### src/rtl/phy_rx_align.sv
// PHY receive aligner: per-lane bit-slip search for the COM character, byte
// framing once locked, and idle/data separation with gap-based loss of sync.
//
// state  | meaning
// HUNT   | sliding COM search on every bit
// CHECK  | byte framed; counting consecutive COM bytes toward SYNC_COUNT
// ACTIVE | aligned; non-COM bytes delivered, COM bytes treated as idle
module phy_rx_align #(
    parameter int          LANES      = 2,
    parameter logic [7:0]  COM        = 8'hBC,
    parameter int          SYNC_COUNT = 4,
    parameter int          MAX_GAP    = 16
) (
    input  logic                 clk_32f,
    input  logic                 reset_L,
    input  logic [LANES-1:0]     data_in,
    output logic [8*LANES-1:0]   data_out,
    output logic [LANES-1:0]     valid_out,
    output logic [LANES-1:0]     active_lane,
    output logic                 all_active
);

    localparam int CW = $clog2(SYNC_COUNT + 1);
    localparam int GW = $clog2(MAX_GAP + 1);

    typedef enum logic [1:0] {
        HUNT   = 2'd0,
        CHECK  = 2'd1,
        ACTIVE = 2'd2
    } state_t;

    for (genvar i = 0; i < LANES; i++) begin : g_lane
        state_t          state;
        state_t          state_nx;
        logic [6:0]      sr;
        logic [7:0]      win;
        logic [2:0]      bit_cnt;
        logic [2:0]      bit_cnt_nx;
        logic [CW-1:0]   com_cnt;
        logic [CW-1:0]   com_cnt_nx;
        logic [GW-1:0]   gap_cnt;
        logic [GW-1:0]   gap_cnt_nx;
        logic            load_byte;
        logic [7:0]      lane_data;
        logic            lane_valid;
        logic            lane_active;

        // The oldest history bit never reaches the window, so only seven are kept.
        assign win = {sr, data_in[i]};

        always_comb begin
            state_nx   = state;
            bit_cnt_nx = bit_cnt + 3'd1;
            com_cnt_nx = com_cnt;
            gap_cnt_nx = gap_cnt;
            load_byte  = 1'b0;
            case (state)
                HUNT: begin
                    bit_cnt_nx = 3'd0;
                    if (win == COM) begin
                        com_cnt_nx = CW'(1);
                        gap_cnt_nx = '0;
                        state_nx   = (SYNC_COUNT == 1) ? ACTIVE : CHECK;
                    end
                end
                CHECK: begin
                    if (bit_cnt == 3'd7) begin
                        if (win == COM) begin
                            com_cnt_nx = com_cnt + CW'(1);
                            if (int'(com_cnt) + 1 == SYNC_COUNT) begin
                                gap_cnt_nx = '0;
                                state_nx   = ACTIVE;
                            end
                        end else begin
                            com_cnt_nx = '0;
                            bit_cnt_nx = 3'd0;
                            state_nx   = HUNT;
                        end
                    end
                end
                ACTIVE: begin
                    if (bit_cnt == 3'd7) begin
                        if (win == COM) begin
                            gap_cnt_nx = '0;
                        end else if (int'(gap_cnt) < MAX_GAP) begin
                            load_byte  = 1'b1;
                            gap_cnt_nx = gap_cnt + GW'(1);
                        end else begin
                            bit_cnt_nx = 3'd0;
                            com_cnt_nx = '0;
                            gap_cnt_nx = '0;
                            state_nx   = HUNT;
                        end
                    end
                end
                default: begin
                    bit_cnt_nx = 3'd0;
                    com_cnt_nx = '0;
                    gap_cnt_nx = '0;
                    state_nx   = HUNT;
                end
            endcase
        end

        always_ff @(posedge clk_32f or negedge reset_L) begin
            if (!reset_L) begin
                state       <= HUNT;
                sr          <= '0;
                bit_cnt     <= '0;
                com_cnt     <= '0;
                gap_cnt     <= '0;
                lane_data   <= '0;
                lane_valid  <= 1'b0;
                lane_active <= 1'b0;
            end else begin
                state       <= state_nx;
                sr          <= win[6:0];
                bit_cnt     <= bit_cnt_nx;
                com_cnt     <= com_cnt_nx;
                gap_cnt     <= gap_cnt_nx;
                lane_valid  <= load_byte;
                lane_active <= (state_nx == ACTIVE);
                if (load_byte) begin
                    lane_data <= win;
                end
            end
        end

        assign data_out[8*i +: 8] = lane_data;
        assign valid_out[i]       = lane_valid;
        assign active_lane[i]     = lane_active;
    end

    assign all_active = &active_lane;

endmodule

### config.mk
export PLATFORM = sky130hd
export DESIGN_NAME = phy_rx_align
export DESIGN_NICKNAME = d
export VERILOG_FILES = /design/src/rtl/phy_rx_align.sv
export SDC_FILE = /design/constraint.sdc
export NUM_CORES = 1
export LEC_CHECK = 0
export ABC_AREA = 1
export CORE_UTILIZATION = 57
export CTS_CLUSTER_SIZE = 24
export DETAILED_ROUTE_END_ITERATION = 6
export DONT_BUFFER_PORTS = 1
export GPL_TIMING_DRIVEN = 0
export PLACE_DENSITY = 0.76
export SLEW_MARGIN = 20
export SYNTH_ARGS = -nofsm -noshare
export SYNTH_HDL_FRONTEND = slang
export SYNTH_SLANG_ARGS = --single-unit
### constraint.sdc
create_clock -name clk_32f -period 1.4 [get_ports clk_32f]
set_input_delay 0.07 -clock clk_32f [delete_from_list [all_inputs] [get_ports clk_32f]]
set_output_delay 0.07 -clock clk_32f [all_outputs]
set_load 0.02 [all_outputs]
==> results.md <==
- Cell Int Power: 2.76 mW
- Worst Slack Setup Final: -0.180 ns
- # Max-Cap Violations: 0
- Leak: 1.90 nW
- Number of inserted diodes: 0
- GP Congestion: 0.835
- Pwr Total: between 3 and 4 mW
- Setup Viol. Count Final: 37
- CP startpoint kind: flip-flop
- Die area: 0.00538 mm²
- Net switching power: 1.09 mW
- Synthesized net count: 362
- Most common cell after layout, fill and taps aside: nand2_1
- CTS Hold Buffers Added: 2
- Row Count: 25
- Final Instance Area: 0.00386 mm²
- Post-synth EDFFs: 0
- Finished Core Util: 80.2%
- Dpl cell area: ~0.003 mm²
- Synth Register Bits: 60
- Netlist Area Pre-Place: 0.00290 mm²
- Max Clk Rate: 633 MHz
- Synth Area per Inst: 8.53 µm²
- Comb pwr share: 14.7%
- Final worst-path cycle share: 113%
- CTS buffer count: 9
- Worst-skew pair later-pin latency: 0.34 ns
- Die Y: 73.3 µm
- Drc violations: 0
- Post-detail-place hpwl: around 3600 µm
- Yosys cell types: 23
- Die width: 73.3 µm
- Peak VDD IR: 1.05 mV
- DRT antenna net count: 0
- Critical Path RT: 1.68 ns
- Max FO, Critical Path: 5
- Max clock buf depth: 2
- DRT iter0 DRCs: 190
- Clock power frac: 36.9%
- Slew @ Worst Pin: approximately 0.30 ns
- Vias post-DR: around 2400
- Share of layout cells above drive strength 1: 39.6%
- Async set or reset register ratio after synthesis: 100%
- Power per cell area: 996 mW/mm²
- Worst R2R Setup Slack: -0.18 ns
- Mapped Cells: 340
- CTS tree: yes
- GRT overflow: 0
- Commonest cells after routing, fill and taps aside: 72 x nand2_1, 60 x dfrtp_1, 34 x nand2_2, 29 x inv_1, 27 x buf_4
- Core box area: 0.00482 mm²
- Worst hold-check path type: primary input to asynchronous set/reset pin
- First-pass GRT wire length: 10200 µm
- Post-synthesis sequential area ratio: 51.7%
- CP endpoint kind: flip-flop
- WL/cell: 15.6 µm
- Switch share: between 20 and 30%
- Status: complete, but fails checks
- Ys flop type: dfrtp_1
- Port-buffer cells: 0
- Setup CP Type: flip-flop to flip-flop
- Slew Viols, Final: 0
- Setup tns final: -3.00 ns
- Initial Utilization: approximately three fifths
- Post-layout nets: 407
- Gr usage total: ~26%
- Reg2Reg Launch Point: g_lane[1].bit_cnt[0]
- RSZ-0062 raised after global routing: true
- Worst clock skew: 0.00593 ns
- Clk sinks: 60
- Yosys warnings: 0
- Largest net degree at the start of global routing: 61
- Initial antenna violation count: 0
- Ports: 25
- DR pass1 iterations: 4
- Fin. Hold Viols: 60
- Slew HR: between 70 and 80%
- CP arrival: 1.86 ns
- Clock transition at the registers of the reported paths: 0.07 ns
- H-tree levels: 3
- Reg-to-Reg End: g_lane[1].gap_cnt[2]
- Number of global-route vias before repair: 2332
- Total Wirelength: a little over 7000 µm
- CTS root buf: clkbuf_8
- Min Tclk post-route: 1.58 ns
- Seq pwr share: 48.5%
- Layout area overhead: 33.2%
- FF-to-FF path depth: 9
- Vias per cell: 5.37
- Failing checks: negative hold slack, negative setup slack
- Fin Hold WS: -0.579 ns
## layer usage
| layer | part of all wire [%] | track usage [%] |
|---|---|---|
| met1 | 39 | 28.9 |
| met2 | 54 | 45.2 |
| met3 | 3.7 | 6.72 |
| met4 | 3.1 | 11.5 |
| met5 | 0 | 0 |
## critical path: stages, from the launching register on
cell,delay (ns)
dfrtp_1,0.37
ha_2,0.21
ha_4,0.18
inv_4,0.04
nand2_2,0.05
a21boi_4,0.25
nand2_2,0.10
nor2_4,0.17
nand2_2,0.06
nand2_1,0.07
## power by group through the flow
stage               logic [mW]  clock network, mW  registers (mW)
floorplan                0.247                  0            1.89
global placement         0.289                  0            1.91
detailed placement       0.301                  0            1.91
CTS                      0.422               1.42            1.86
global route             0.600               1.52            1.87
finish                   0.566               1.42            1.87
## cells by family after synthesis
group,Yosys count,share of synthesized area [%]
AO/OA/AOI/OAI,33,6.55
flip-flops,60,51.7
buffers and inverters,51,7.50
adder cells (fa/ha/maj),18,7.76
AND/OR/NAND/NOR,178,26.4
## cells in the mapped netlist, types with 2 or more instances
master | count | area (µm²)
nand2_2 | 7 | 43.8
a21oi_1 | 5 | 25.0
ha_1 | 18 | 225
nor3_1 | 4 | 20.0
inv_1 | 43 | 161
nor2_2 | 2 | 12.5
nor2_1 | 26 | 97.6
o21ai_0 | 19 | 95.1
nand3_1 | 23 | 115
o21ai_1 | 4 | 20.0
or2_2 | 2 | 12.5
buf_4 | 5 | 37.5
nor2_4 | 2 | 22.5
o21a_1 | 3 | 22.5
nand4_1 | 6 | 37.5
nand2_1 | 105 | 394
dfrtp_1 | 60 | 1500
## sequential cells by signal, indices dropped and copies added (netlist names)
name,flops
g_lane.lane_data,16
g_lane.bit_cnt,6
g_lane.com_cnt,6
g_lane.state,4
g_lane.lane_valid,2
g_lane.sr,14
g_lane.gap_cnt,10
g_lane.lane_active,2
## area by class of cell
type / count / area, µm²
repair buffers: 33 / 292
plain buffers: 6 / 52.6
multi-input cells: 230 / 1580
clock inverters: 4 / 25.0
well taps: 67 / 83.8
clock buffers: 11 / 151
inverters: 45 / 179
fillers: 295 / 952
flip-flops and latches: 60 / 1500
## per-stage QoR
step           std cells  setup WS (ns)
2_1_floorplan        340        0.00157
3_3_place_gp         407         -0.196
3_5_place_dp         407         -0.241
4_1_cts              444         -0.104
5_1_grt              456         -0.268
6_report             456         -0.180
## how the worst max path moves through the flow
stage	from	end	slack [ns]	depth (start not counted)
2_1_floorplan	g_lane[1].com_cnt[0]	g_lane[1].gap_cnt[0]	0.002	10
3_3_place_gp	g_lane[0].bit_cnt[0]	g_lane[0].com_cnt[0]	-0.20	9
3_5_place_dp	g_lane[0].bit_cnt[0]	g_lane[0].com_cnt[1]	-0.24	9
4_1_cts	g_lane[1].com_cnt[0]	g_lane[1].lane_active	-0.10	10
5_1_grt	g_lane[1].bit_cnt[0]	g_lane[1].gap_cnt[2]	-0.27	9
6_report	g_lane[1].bit_cnt[0]	g_lane[1].gap_cnt[2]	-0.18	9
## repair_timing
item	CTS	global route
endpoints found under the hold margin	64	60
resized for setup	48	88
pin swaps	19	38
cloned	3	0
endpoints found under the setup margin	41	44
setup buffers	17	12
No activity file was read; power rests on OpenSTA's default activity.
